==> config.mk <==
export PLATFORM = sky130hd
export DESIGN_NAME = sweep_ctrl
export DESIGN_NICKNAME = d
export VERILOG_FILES = /design/src/rtl/sweep_pkg.sv /design/src/rtl/updown_cnt.sv /design/src/rtl/sweep_ctrl.sv
export SDC_FILE = /design/constraint.sdc
export NUM_CORES = 1
export LEC_CHECK = 0
export CORE_MARGIN = 10
export CORE_UTILIZATION = 32
export DETAILED_ROUTE_END_ITERATION = 7
export DONT_BUFFER_PORTS = 1
export GPL_ROUTABILITY_DRIVEN = 0
export GPL_TIMING_DRIVEN = 1
export MAX_ROUTING_LAYER = met4
export PLACE_DENSITY = 0.42
export SLEW_MARGIN = 5
export SYNTH_ARGS = -nofsm -noshare
export SYNTH_HDL_FRONTEND = slang
export SYNTH_HIERARCHICAL = 1
export SYNTH_SLANG_ARGS = --single-unit
==> constraint.sdc <==
create_clock -name clk -period 3.7 [get_ports clk]
set_input_delay 0.555 -clock clk [delete_from_list [all_inputs] [get_ports clk]]
set_output_delay 0.555 -clock clk [all_outputs]
set_load 0.005 [all_outputs]
==> src/rtl/sweep_pkg.sv <==
// Shared types and default widths for the sweep sequencer and its counter.
package sweep_pkg;

  typedef enum logic [1:0] {
    IDLE = 2'd0,
    UP   = 2'd1,
    DOWN = 2'd2,
    DONE = 2'd3
  } sweep_state_t;

  localparam int SWEEP_WIDTH = 3;
  localparam int SWEEP_CYC_W = 4;

endpackage

==> src/rtl/updown_cnt.sv <==
// Loadable, enable-gated up/down counter; load wins over enable.
module updown_cnt #(
  parameter int WIDTH = 3
) (
  input  logic             clk,
  input  logic             rst,
  input  logic             en,
  input  logic             load,
  input  logic [WIDTH-1:0] load_val,
  input  logic             down,
  output logic [WIDTH-1:0] count
);

  always_ff @(posedge clk or negedge rst) begin
    if (!rst) begin
      count <= '0;
    end else if (load) begin
      count <= load_val;
    end else if (en) begin
      count <= down ? count - WIDTH'(1) : count + WIDTH'(1);
    end
  end

endmodule

==> src/rtl/sweep_ctrl.sv <==
// Ping-pong sweep sequencer lo->hi->lo repeated cfg_cycles times over updown_cnt.
// One count step per unpaused cycle; pause freezes everything, abort returns to IDLE.
module sweep_ctrl
  import sweep_pkg::*;
#(
  parameter int WIDTH = SWEEP_WIDTH,
  parameter int CYC_W = SWEEP_CYC_W
) (
  input  logic             clk,
  input  logic             rst,
  input  logic             start,
  input  logic [WIDTH-1:0] cfg_lo,
  input  logic [WIDTH-1:0] cfg_hi,
  input  logic [CYC_W-1:0] cfg_cycles,
  input  logic             pause,
  input  logic             abort,
  output logic [WIDTH-1:0] count,
  output logic             down,
  output logic             busy,
  output logic             done,
  output logic             err,
  output logic [CYC_W-1:0] cycles_left
);

  sweep_state_t     state, state_nxt;
  logic [WIDTH-1:0] lo_q, hi_q;
  logic             cnt_en, cnt_load, cnt_dir;
  logic [WIDTH-1:0] cnt_val;
  logic             accept, reject, cyc_dec, cyc_clr;

  updown_cnt #(.WIDTH(WIDTH)) u_cnt (
    .clk      (clk),
    .rst      (rst),
    .en       (cnt_en),
    .load     (cnt_load),
    .load_val (cnt_val),
    .down     (cnt_dir),
    .count    (count)
  );

  always_ff @(posedge clk or negedge rst) begin
    if (!rst) state <= IDLE;
    else      state <= state_nxt;
  end

  always_comb begin
    state_nxt = state;
    cnt_en    = 1'b0;
    cnt_load  = 1'b0;
    cnt_val   = cfg_lo;
    cnt_dir   = 1'b0;
    accept    = 1'b0;
    reject    = 1'b0;
    cyc_dec   = 1'b0;
    cyc_clr   = 1'b0;
    case (state)
      IDLE: begin
        if (start) begin
          if (cfg_lo >= cfg_hi || cfg_cycles == '0) begin
            reject = 1'b1;
          end else begin
            accept    = 1'b1;
            cnt_load  = 1'b1;
            state_nxt = UP;
          end
        end
      end
      UP: begin
        if (abort) begin
          cyc_clr   = 1'b1;
          state_nxt = IDLE;
        end else if (!pause) begin
          cnt_en = 1'b1;
          // Turnaround at hi steps straight to hi-1 so hi is not repeated.
          if (count == hi_q) begin
            cnt_dir   = 1'b1;
            state_nxt = DOWN;
          end
        end
      end
      DOWN: begin
        if (abort) begin
          cyc_clr   = 1'b1;
          state_nxt = IDLE;
        end else if (!pause) begin
          if (count > lo_q) begin
            cnt_en  = 1'b1;
            cnt_dir = 1'b1;
          end else begin
            cyc_dec = 1'b1;
            if (cycles_left == CYC_W'(1)) begin
              state_nxt = DONE;
            end else begin
              cnt_en    = 1'b1;
              state_nxt = UP;
            end
          end
        end
      end
      DONE: begin
        cyc_clr   = abort;
        state_nxt = IDLE;
      end
      default: state_nxt = IDLE;
    endcase
  end

  always_ff @(posedge clk or negedge rst) begin
    if (!rst) begin
      lo_q        <= '0;
      hi_q        <= '0;
      cycles_left <= '0;
      err         <= 1'b0;
    end else begin
      err <= reject;
      if (accept) begin
        lo_q        <= cfg_lo;
        hi_q        <= cfg_hi;
        cycles_left <= cfg_cycles;
      end else if (cyc_clr) begin
        cycles_left <= '0;
      end else if (cyc_dec) begin
        cycles_left <= cycles_left - CYC_W'(1);
      end
    end
  end

  assign down = (state == DOWN);
  assign busy = (state == UP) || (state == DOWN);
  assign done = (state == DONE);

endmodule

Word level (Yosys, flattened, before mapping)
Index checks and enable logic that the tools add are counted.
{"block": "totals", "register_bits": 16, "inputBits": 15, "out_inout_bits": 11, "word_cells": 72}
{"block": "op_classes", "addsub": 3, "magnitude_cmp": 2, "eq_ne": 11, "mux": 42, "reduce_logical": 8}
{"op": "1-bit two-way mux", "n": 23}
{"op": "2-bit two-way mux", "n": 9}
{"op": "4-bit two-way mux", "n": 3}
{"op": "3-bit != test (second input constant)", "n": 4}
{"op": "3-bit two-way mux", "n": 3}
{"op": "2-bit one-hot mux with 4 select lines", "n": 1}
{"op": "1-bit one-hot mux with 2 select lines", "n": 3}
{"op": "6-bit AND reduction", "n": 1}
{"op": "2-bit equality test (second input constant)", "n": 2}
{"op": "4-bit by 1-bit equality test with 1-bit output (second input constant)", "n": 1}
{"op": "4-bit logical NOT", "n": 1}
{"op": "2-bit != test (second input constant)", "n": 2}
{"op": "4-bit by 1-bit subtractor with 4-bit output (second input constant)", "n": 1}
{"op": "3-bit by 1-bit adder with 3-bit output (second input constant)", "n": 1}
{"op": "3-bit equality test", "n": 1}
{"op": "3-bit >= comparator", "n": 1}
{"op": "3-bit greater-than comparator", "n": 1}
{"op": "3-bit nonzero test", "n": 1}
{"op": "3-bit by 1-bit subtractor with 3-bit output (second input constant)", "n": 1}
{"op": "2-bit by 1-bit equality test with 1-bit output (second input constant)", "n": 1}
{"op": "2-bit logical NOT", "n": 1}
{"op": "1-bit logical OR", "n": 2}
{"op": "2-bit nonzero test", "n": 1}
{"op": "2-bit OR reduction", "n": 1}

Logic depth before layout (Yosys ltp)
Gate-level depths: netlist of run 1.
{"block": "depth", "depth_word": 8, "mapped_depth": 11, "depth_no_buf": 11}

By module
The synthesis of run 1 kept the hierarchy.
{"module": "sweep_ctrl", "n_inst": 1, "cells_each": 100, "area_each_um2": 962.2, "seq_area_each_um2": 325.3}
{"module": "updown_cnt", "n_inst": 1, "cells_each": 19, "area_each_um2": 186.4, "seq_area_each_um2": 75.1}

Worst setup path before layout of run 1
OpenSTA, ideal clock, no wires.
{"block": "synth_timing", "kind": "register to register", "start": "register u_cnt.count[2]", "end": "register u_cnt.count[2]", "setup_time_ns": 0.069, "arrival_time_ns": 2.660, "required_ns": 3.631, "setup_slack_ns": 0.971, "path_stages_with_launch": 11, "n_path_buf": 0, "synth_period_minus_slack_ns": 2.729, "cell_sequence": "dfrtp_1 ha_1 nand3_1 o21ai_0 or3_1 a21oi_1 inv_1 fa_1 xor2_1 or4b_1 nand3_1"}
{"block": "synth_via", "elab_chain_cells": 8, "word_cells_on_any_way": 19, "cone_classes": "add/sub (2); order compare (1); eq/ne (1); mux (14); reduce/logical (1)"}
{"element": "start: declaration", "line": "updown_cnt.sv:11", "rtl": "output logic [WIDTH-1:0] count"}
{"element": "start signal: assignment", "line": "updown_cnt.sv:18", "rtl": "count <= load_val;"}
{"element": "start signal: assignment", "line": "updown_cnt.sv:20", "rtl": "count <= down ? count - WIDTH'(1) : count + WIDTH'(1);"}
{"element": "3-bit greater-than comparator or 3-bit equality test (tied branches)", "line": "sweep_ctrl.sv:86, sweep_ctrl.sv:75"}
{"element": "1-bit two-way mux (on tied branches)", "line": "sweep_ctrl.sv:86, sweep_ctrl.sv:75"}
{"element": "1-bit two-way mux (on tied branches)", "line": "sweep_ctrl.sv:85, sweep_ctrl.sv:72"}
{"element": "1-bit two-way mux (on tied branches)", "line": "sweep_ctrl.sv:82, sweep_ctrl.sv:69"}
{"element": "1-bit one-hot mux with 2 select lines *", "line": "sweep_ctrl.sv:56", "rtl": "case (state)"}
{"element": "via cnt_dir", "line": "sweep_ctrl.sv:27", "rtl": "logic cnt_en, cnt_load, cnt_dir;"}
{"element": "3-bit two-way mux *", "line": "updown_cnt.sv:20"}
{"element": "3-bit two-way mux *", "line": "updown_cnt.sv:19", "rtl": "end else if (en) begin"}
{"element": "3-bit two-way mux *", "line": "updown_cnt.sv:17", "rtl": "end else if (load) begin"}
Mark *: on every way through the listed nets, which the timed path passes. The rest lies on a longest branch. The select of a mux whose other input is x is not followed.
A chain may end at the register's enable or synchronous reset.

Final worst setup path of run 1
Same ends and word-level chain as after synthesis.

==> impl_results.md, run 1 <==
- Status: finished clean
- Routed Antenna Nets: 0
- Layout cells sized above 1: 0.0976
- Critical path's most frequent cell: nand3_1
- Worst-path clk slew: 0.10 ns
- Io pins: 26
- Largest net degree at the start of global routing: 17
- Grt ovf: 0
- Pre-CTS setup slack: 0.734 ns
- CTS Buffer Depth: 2
- Top cell type by total area after synthesis: dfrtp_1
- Critical path class: reg -> reg
- Design Power: 0.920 mW
- Initial Util: 0.339
- DRT Pass-1 Iters: 2
- Total number of vias: 839
- Synth Warn #: 6
- Finished Cell Area: 1230 sq um
- Total wire length: 2740 um
- HP Start: cfg_lo[1]
- TritonCTS clock tree: built
- Max frequency: 0.335 GHz
- CP Depth: 10
- First-pass GRT wire length: 4530 um
- Setup TNS: 0 ns
- Core area: 3390 sq um
- Worst-Skew Late Latency: 0.29 ns
- # fillers: 348
- Final WS setup: 0.713 ns
- Starting DRT DRC Count: 27
- Actual slew at the worst max-slew pin: 0.778 ns
- Post-place instance area: 1200 sq um
- Netlist cell types: 33
- Worst-path fanout max: 6
- Root buffer cell: clkbuf_4
- Sequential area share after synthesis: 0.349
- RSZ-0062 raised after global routing: false
- Worst Path Required: 3.93 ns
- Min-delay worst type: in -> reg
- Worst reg2reg startpoint: u_cnt/count[2]
- Family with the most delay on the worst path: simple AND/OR/NAND/NOR gates
- H-Tree Level Count: 1
- Critical path's slowest cell: dfrtp_1
- Post-synthesis register bit count: 16
- Register area: 400 sq um
- Cells on worst reg2reg path: 10
- R2r setup slk: 0.71 ns
- CP Launch Point: u_cnt/count[2]
- Height of the die: 79.9 um
- Cell breakdown of the critical path: ha_1 -> nand3_1 -> o21ai_0 -> or3_1 -> a21oi_1 -> inv_1 -> fa_1 -> xor2_1 -> or4b_1 -> nand3_1
- Final worst-path cycle share: 0.807
- P&R area growth vs syn: 7.52%
- GRT Util Overall: 0.0943
- CTS Sinks: 16
- Max Cap Viol: 0
- Leakage: 0.519 nW
- Die Width: 79.9 um
- Initial antenna violation count: 0
- Post-synth EDFFs: 0
- Arr. time, crit path: 3.22 ns
- Crit path buffers/inverters: 1
- Post-Syn Area: 1150 sq um
- Area of the multi-input gates: 677 sq um
- Setup-failing EPs final: 0
- Detailed placement HPWL: 2240 um
- Async S/R FF share, synth: 1.00
- Post-Syn Nets: 147
- Final Max Tran Viols: 0
- Crit path capture type: flop
- Tmin final: 2.99 ns
- Setup bufs post-CTS: 0
- Ys flop type: dfrtp_1
- Vias/cell: 4.96
- Startpoint Class: flop
- CTS Buf Count: 3
- Hold Crit Depth: 2
- Die area: 6390 sq um
- Worst clock skew: 0.00634 ns
- Row cnt: 21
- Commonest cells after routing, fill and taps aside: inv_1 (16), dfrtp_1 (16), ha_1 (12), o21ai_0 (10), nand2_1 (9)
- CP peak stage delay: 0.49 ns
- Port buffer count: 0
- DR WL/cell: 16.2 um
- Diodes inserted: 0
- Final hold vios: 0
- Worst slew margin: 0.479
- Power density cells: 745 nW/um^2
- Synth top area share: 0.349
- Synth area leaders: dfrtp_1 (35%), ha_1 (13%), mux2_2 (5.9%), inv_1 (5.2%), o21ai_0 (4.4%)
- Maximum VDD drop: 0.000261 V
- Gate Count Post-Synth: 119
- Vias in the first global route: 889
- Final Util: 0.364
- Syn_area_per_cell: 9.65 sq um
- # DRC: 0
- Nets: 153
==> worst paths after layout <==
path / to
max: u_cnt/count[2]
min: u_cnt/count[1]
max reg2reg: u_cnt/count[2]
min reg2reg: lo_q[0]
max in group asynchronous: cycles_left[0]
min in group asynchronous: err
==> per-layer routing <==
metal / vias up / GRT usage / wire length (um)
met5: - / - / 0
met4: 0 / 0.0158 / 12
met3: 2 / 0.0462 / 225
met2: 19 / 0.146 / 1270
met1: 392 / 0.109 / 1230
li1: 426 / - / -
==> worst reg2reg max path, cell delays in order, from the launching register on <==
cell and delay (ns):
dfrtp_1 0.49, ha_1 0.34, nand3_1 0.08, o21ai_0 0.18
or3_1 0.42, a21oi_1 0.22, inv_1 0.10, fa_1 0.38
xor2_1 0.16, or4b_1 0.46, nand3_1 0.09
==> area by class of cell <==
type / count / share of cell area
clock buffer: 3 / 0.0182
timing repair buffer: 2 / 0.0142
tap: 46 / 0.0466
multi-input combinational: 86 / 0.548
inverter: 16 / 0.0486
sequential: 16 / 0.324
==> registers in the layout, indices dropped and copies added, names as in the netlist <==
| name | cells |
|---|---|
| cycles_left | 4 |
| err | 1 |
| lo_q | 3 |
| hi_q | 3 |
| state | 2 |
| u_cnt/count | 3 |
==> where the power goes <==
group          leakage (nW)  switching, mW  internal [mW]  total, mW
clock network        0.0138         0.0551         0.0378     0.0929
registers             0.197         0.0860          0.256      0.342
logic                 0.308          0.265          0.219      0.485
==> cell usage after synthesis, types with 2 or more instances <==
cell / count
o211ai_1: 3
nand2b_1: 2
a31oi_1: 2
ha_1: 12
inv_1: 16
or3_1: 2
nand3_1: 4
nand3b_1: 2
a211oi_1: 2
a21oi_1: 2
and2_1: 2
xnor2_1: 5
xor2_1: 2
nand2_1: 9
mux2_2: 6
nor2_1: 5
a22oi_1: 2
nor3_1: 2
o21ai_0: 10
dfrtp_1: 16
==> what timing repair did <==
action                    in CTS  in global routing
hold buffers                   1                  0
hold endpoints to repair      16                  0
resized for setup              0                  0
==> stage by stage <==
stage,cells,hold WS [ns]
floorplan,119,0.259
global placement,165,0.260
detailed placement,165,0.260
CTS,169,0.371
global route,169,0.356
finish,169,0.389
==> logic make-up after synthesis <==
logic type | synth area share
compound gates | 0.170
xor+xnor | 0.0534
fa+ha+maj | 0.148
buf+inv | 0.0621
flops | 0.349
mux | 0.0588
simple gates | 0.159
Note: power is estimated with default switching activity, not from simulation.
==> inputs of run 2 (changes only) <==
Clock period 3.7 ns to 3 ns, I/O delays scaled along.
==> run 2 against run 1 <==
Wire length increased by 2.6%. Combinational power increased by 43%. Clock power increased by 61%. Setup slack got worse by 0.47 ns. Flip-flop and latch count unchanged. Critical path type unchanged.
==> impl_results.md, run 2 (synthesis results as in run 1) <==
- Status: finished clean
- Row cnt: 21
- Total number of vias: 882
- Io pins: 26
- Worst-path clk slew: 0.10 ns
- Actual slew at the worst max-slew pin: 0.767 ns
- Initial antenna violation count: 0
- Worst slew margin: 0.487
- Critical path class: reg -> reg
- GRT Util Overall: 0.0921
- Arr. time, crit path: 3.00 ns
- Finished Cell Area: 1290 sq um
- Tmin final: 2.76 ns
- Final Util: 0.379
- P&R area growth vs syn: 12.0%
- Grt ovf: 0
- Total wire length: 2810 um
- CTS Buffer Depth: 2
- Largest net degree at the start of global routing: 17
- Startpoint Class: flop
- Leakage: 0.551 nW
- Core area: 3390 sq um
- Routed Antenna Nets: 0
- Final Max Tran Viols: 0
- First-pass GRT wire length: 4480 um
- # DRC: 0
- DR WL/cell: 16.1 um
- RSZ-0062 raised after global routing: false
- Max Cap Viol: 0
- Vias/cell: 5.04
- Die area: 6390 sq um
- DRT Pass-1 Iters: 6
- Pre-CTS setup slack: 0.267 ns
- Setup bufs post-CTS: 0
- # fillers: 348
- Vias in the first global route: 949
- Biggest register: cycles_left
- Detailed placement HPWL: 2260 um
- Port buffer count: 0
- CTS Sinks: 16
- Die Width: 79.9 um
- Root buffer cell: clkbuf_4
- Starting DRT DRC Count: 22
- Diodes inserted: 0
- Worst Path Required: 3.24 ns
- CTS Buf Count: 3
- Layout cells sized above 1: 0.140
- Worst-path fanout max: 6
- Final worst-path cycle share: 0.919
- Power density cells: 960 nW/um^2
- Height of the die: 79.9 um
- Crit path capture type: flop
- Nets: 158
- Setup TNS: 0 ns
- Commonest cells after routing, fill and taps aside: inv_1 (16), dfrtp_1 (16), ha_1 (12), o21ai_0 (10), nand2_1 (9)
- R2r setup slk: 0.24 ns
- Maximum VDD drop: 0.000316 V
- Initial Util: 0.339
- Setup-failing EPs final: 0
- TritonCTS clock tree: built
- Worst clock skew: 0.00487 ns
- Post-place instance area: 1240 sq um
- Worst-Skew Late Latency: 0.30 ns
- Largest register FFs: 4
- Min-delay worst type: in -> reg
- H-Tree Level Count: 1
- Max frequency: 0.363 GHz
- Final WS setup: 0.242 ns
- Design Power: 1.24 mW
- Final hold vios: 0
## run 2: critical path, stage by stage, from the launching register on
cell	delay, ns
dfrtp_1	0.42
inv_1	0.11
ha_1	0.29
nand2b_1	0.13
or3_1	0.34
a21oi_1	0.20
inv_1	0.08
fa_1	0.38
xor2_1	0.18
or4b_1	0.47
nand3_1	0.09
## run 2: stage by stage
stage | cells | hold slack, ns
4_1_cts | 175 | 0.263
5_1_grt | 175 | 0.284
3_5_place_dp | 170 | 0.155
6_report | 175 | 0.269
2_1_floorplan | 119 | 0.154
3_3_place_gp | 170 | 0.155
## run 2: metal layers
layer / part of all wire / GRT usage / vias up / routed length, um
met5: 0 / - / - / 0
met4: 0.014 / 0.0387 / 0 / 38
met3: 0.080 / 0.0315 / 4 / 224
met2: 0.46 / 0.147 / 22 / 1300
met1: 0.44 / 0.102 / 416 / 1250
li1: - / - / 440 / -
## run 2: cell type report
| type | instances | area, sq um | share of cell area |
|---|---|---|---|
| tap | 46 | 57.6 | 0.0447 |
| clock buffer | 4 | 36.3 | 0.0282 |
| sequential | 16 | 400 | 0.311 |
| timing repair buffer | 7 | 55.1 | 0.0428 |
| multi-input combinational | 86 | 677 | 0.526 |
| inverter | 16 | 60.1 | 0.0467 |
## run 2: power by group
group	internal (mW)	total (mW)	switching, mW	leakage (nW)
logic	0.317	0.692	0.375	0.332
registers	0.316	0.393	0.0770	0.197
clock network	0.0740	0.150	0.0763	0.0210
## run 2: final timing paths
check,from,end,depth (start not counted)
worst min register to register,lo_q[0],lo_q[0],1
max in group asynchronous,rst,lo_q[0],1
min in group asynchronous,rst,cycles_left[3],1
worst max register to register,state[0],u_cnt/count[2],10
worst min-delay path,cfg_cycles[1],cycles_left[1],2
worst max-delay path,state[0],u_cnt/count[2],10
## run 2: what timing repair did
| action | CTS | global route |
|---|---|---|
| resized for setup | 0 | 0 |
| endpoints found under the hold margin | 16 | 0 |
| hold buffers | 1 | 0 |
| setup endpoints to repair | 0 | 0 |
==> RTL edit 1, RTL diff (settings of run 2) <==
Remove the register `err`: a continuous assignment takes its place, so the output `err` follows one clock earlier.
--- a/src/rtl/sweep_ctrl.sv
+++ b/src/rtl/sweep_ctrl.sv
@@ -111,7 +111,5 @@
       hi_q        <= '0;
       cycles_left <= '0;
-      err         <= 1'b0;
     end else begin
-      err <= reject;
       if (accept) begin
         lo_q        <= cfg_lo;
@@ -126,4 +124,6 @@
   end
 
+  assign err = reject;
+
   assign down = (state == DOWN);
   assign busy = (state == UP) || (state == DOWN);
Behaviour: not the same (a bounded check fails within 4 cycles, from zero or initial values and one cycle with rst low).
==> RTL edit 1 against run 2 <==
Cell area fell by 2.6%. Sequential cell count fell by 1. Routed wire length fell by 4.3%. Setup slack got worse by 0.028 ns. Total power fell by 5.2%. Critical path depth did not move. Clock skew rose by 0.0067 ns. Area after synthesis fell by 2.2%. Largest cell class unchanged.
==> RTL edit 1: results (changes against run 2) <==
status: finished, final reports clean
P_sw: 0.000509 W (-3.7%)
Commonest cells post-synth: inv_1, dfrtp_1, ha_1
Detail Placement HPWL: 2210 µm (-2.0%)
reg2reg path depth: 10 (unchanged)
initial antenna violation count: 0 (unchanged)
Leak: 0.534 nW (-3.0%)
Synth Area in Compound Gates: 17.4% (+0.38 points)
Clock Power Share: 10.6% (-1.6 points)
layout cells sized above 1: 14.1% (+0.11 points)
Routed wire per std cell: 15.4 µm (-3.8%)
register area share after synthesis: 33.4% (-1.5 points)
Worst Hold End: u_cnt/count[1]
Max Clock Skew: 0.0116 ns (+0.00672 ns)
via count: 849 (-3.7%)
Synth Area in Adders: 15.1% (+0.33 points)
synth top area cells: dfrtp_1, ha_1, mux2_2, inv_1, o21ai_0
final hold slack: 0.268 ns (-0.00113 ns)
hold path startpoint: cfg_lo[1]
DRT iter0 DRCs: 33 (+50%)
Clk Latency, worst-skew pair: 0.29 ns
nets: 157 (-0.63%)
largest net degree at the start of global routing: 16 (-1)
n_diodes: 0 (unchanged)
M2 GR Usage: 12.9% (-1.8 points)
fraction of power consumed by sequential logic: 32.5% (+0.7 points)
worst-path maximum fanout: 4 (-2)
relative slew slack: 49.8% (+1.1 points)
Reg2Reg Setup Slack: 0.21 ns (-0.03 ns)
mux cell area share after synthesis: 6.01% (+0.13 points)
Max VDD drop: 0.282 mV (-11%)
final WL: 2690 µm (-4.3%)
Sw Share: 43.5% (+0.69 points)
Synth Net Count: 146 (-0.68%)
first-pass GRT wire length: 4440 µm (-0.94%)
total track usage: 9.10% (-0.11 points)
met1 Use GR: 12.3% (+2.0 points)
Post-synth ARST share: 100% (unchanged)
post-place setup slack: 0.234 ns (-0.0329 ns)
dpl cells: 169 (-0.59%)
Worst EP arrival: 3.02 ns (+0.02 ns)
GR Util met3: 2.36% (-0.79 points)
XOR/XNOR Fraction of Synth Area: 5.46% (+0.12 points)
R2R Path Start: u_cnt/count[1]
PortBufs: 0 (unchanged)
number of CTS-inserted buffers: 3 (unchanged)
placed inst area: 1210 µm² (-2.0%)
synthesized instance count: 118 (-0.84%)
drt first pass iters: 4 (-2)
Synth Warn #: 6 (unchanged)
vias in the first global route: 871 (-8.2%)
[RTL edit 1: cell count changes after synthesis]
cell,change
dfrtp_1,-1
[RTL edit 1: layer usage]
layer | up-vias | part of all wire (%)
met5 | - | 0
met4 | 0 | 0.52
met3 | 2 | 8.1
met2 | 20 | 42
met1 | 388 | 49
li1 | 439 | -
[RTL edit 1: layout make-up]
type | count | area (µm²)
timing repair buffer | 7 | 55.1
sequential | 15 | 375
clock buffer | 3 | 22.5
fill | 371 | 2110
inverter | 16 | 60.1
multi-input combinational | 86 | 677
clock inverter | 1 | 5.00
tap | 46 | 57.6
[RTL edit 1: cells by family (layout without fill, tap and decap cells)]
family / Yosys count / after routing
xor+xnor: 7 / 7
simple gates: 32 / 32
flops: 15 / 15
fa+ha+maj: 13 / 13
buf+inv: 17 / 27
mux: 6 / 6
compound gates: 28 / 28
[RTL edit 1: repair_timing]
item / 4_1_cts / 5_1_grt
resized for setup: 0 / 0
hold buffers: 1 / 0
endpoints found under the hold margin: 15 / 0
[RTL edit 1: worst max-delay path by stage]
| stage | from | endpoint | slack, ns | cells past startpoint |
|---|---|---|---|---|
| 2_1_floorplan | u_cnt/count[2] | u_cnt/count[2] | 0.27 | 10 |
| 3_5_place_dp | u_cnt/count[1] | u_cnt/count[2] | 0.23 | 10 |
| 3_3_place_gp | u_cnt/count[1] | u_cnt/count[2] | 0.27 | 10 |
| 4_1_cts | u_cnt/count[1] | u_cnt/count[2] | 0.19 | 10 |
| 6_report | u_cnt/count[1] | u_cnt/count[2] | 0.21 | 10 |
| 5_1_grt | state[0] | u_cnt/count[2] | 0.1 | 10 |
==> RTL edit 2, RTL diff (settings of run 2) <==
Without the edit above. The package constant `SWEEP_WIDTH` goes from 3 to 5.
--- a/src/rtl/sweep_pkg.sv
+++ b/src/rtl/sweep_pkg.sv
@@ -9,5 +9,5 @@
   } sweep_state_t;
 
-  localparam int SWEEP_WIDTH = 3;
+  localparam int SWEEP_WIDTH = 5;
   localparam int SWEEP_CYC_W = 4;
 
Interface: changed (resized cfg_hi, cfg_lo and count); port bits go from 26 to 32. The function was not compared with the original's and may differ.
==> RTL edit 2 against run 2 <==
Final cell count increased by 40%. Non-clock buffer count increased by 5. Via count increased by 34%. Area after synthesis increased by 40%. Routed wire length increased by 34%. Worst hold slack improved by 0.034 ns. Total power increased by 38%. Sequential cell count increased by 6. Global-route usage decreased by 0.18 points. Cell area increased by 42%. Setup slack got worse by 0.097 ns.
==> RTL edit 2: results (changes against run 2) <==
status: finished, final reports clean
Synth Net Count: 205 (+39%)
placed inst area: 1740 µm² (+40%)
post-CTS sizing: 1 (+1)
Clk Latency, worst-skew pair: 0.26 ns (-0.04 ns)
Max stage delay on crit path: 0.47 ns (about the same)
worst-path maximum fanout: 5 (-1)
Routed wire per std cell: 15.4 µm (-4.1%)
average size of a mapped cell: 9.66 µm² (about the same)
Leak: 0.802 nW (+46%)
dpl cells: 240 (+41%)
Worst EP arrival: 3.05 ns (+0.05 ns)
H-tree depth: 1 (unchanged)
Finished Layout Cells: 245 (+40%)
relative slew slack: 30.0% (-19 points)
via count: 1180 (+34%)
# Post-CTS Setup Buffers: 0 (unchanged)
post-synthesis cell type count: 48 (+45%)
Detail Placement HPWL: 3040 µm (+35%)
Worst path slowest cell: or4_1
Max VDD drop: 0.341 mV (+7.8%)
DRT iter0 DRCs: 25 (+14%)
n_diodes: 0 (unchanged)
CTS max path bufs: 2 (unchanged)
Post-CTS Hold Buffers: 1 (unchanged)
CP delay by family, top: simple AND/OR/NAND/NOR gates
worst min path class: in2reg
top flop regs: hi_q (5), lo_q (5), u_cnt/count (5)
number of CTS-inserted buffers: 3 (unchanged)
synth top area cells: dfrtp_1, ha_1, mux2_4, xnor2_1, inv_1
post-place setup slack: -0.0196 ns (-0.287 ns)
CTS Root Cell: clkbuf_8
initial antenna violation count: 0 (unchanged)
first-pass GRT wire length: 5970 µm (+33%)
total track usage: 9.02% (-0.18 points)
Synth Warn #: 6 (unchanged)
Commonest cells post-synth: dfrtp_1, ha_1, inv_1
Max Clock Skew: 0.00803 ns (+0.00316 ns)
largest net degree at the start of global routing: 23 (+6)
layout cells sized above 1: 19.1% (+5.1 points)
drt first pass iters: 4 (-2)
register area share after synthesis: 34.3% (-0.51 points)
PortBufs: 0 (unchanged)
clk slew on worst S/H paths: 0.08 ns (-0.02 ns)
Sw Share: 41.1% (-1.6 points)
Post-synth ARST share: 100% (unchanged)
nets: 219 (+39%)
ys flop type: dfrtp_1
## RTL edit 2: final cells by class
cell class	count	area, µm²
fillers	486	2960
multi-input cells	122	988
flip-flops and latches	22	551
repair buffers	12	92.6
well taps	67	83.8
inverters	19	71.3
clock buffers	3	41.3
## RTL edit 2: final timing paths
kind,start,to,slack [ns],cells after the start
worst max-delay path,u_cnt/count[2],u_cnt/count[4],0.15,11
worst max register to register,u_cnt/count[2],u_cnt/count[4],0.15,11
worst min register to register,lo_q[4],lo_q[4],0.53,2
max in group asynchronous,rst,state[0],1.54,1
worst min-delay path,cfg_cycles[2],cycles_left[2],0.30,2
min in group asynchronous,rst,hi_q[3],0.82,1
## RTL edit 2: logic make-up (layout without fill, tap and decap cells)
logic type | Yosys count | after routing | synth area share [%]
simple gates | 45 | 45 | 14.1
fa+ha+maj | 20 | 20 | 16.1
compound gates | 38 | 38 | 16.7
flops | 22 | 22 | 34.3
buf+inv | 22 | 34 | 5.70
mux | 9 | 9 | 7.57
xor+xnor | 10 | 10 | 5.46
## RTL edit 2: power groups by stage
stage | sequential (W) | clock [W] | combinational, W
after global placement | 0.000550 | 0 | 0.000939
final | 0.000548 | 0.000182 | 0.000969
after CTS | 0.000552 | 0.000194 | 0.000950
after floorplan | 0.000558 | 0 | 0.000667
after global routing | 0.000568 | 0.000209 | 0.00108
after detailed placement | 0.000559 | 0 | 0.000932
## RTL edit 2: per-layer routing
layer | GRT usage [%] | up-vias | part of all wire (%)
met1 | 9.98 | 553 | 44
met2 | 14.7 | 25 | 47
met5 | - | - | 0
met4 | 1.57 | 0 | 0.29
li1 | - | 600 | -
met3 | 4.32 | 2 | 8.9
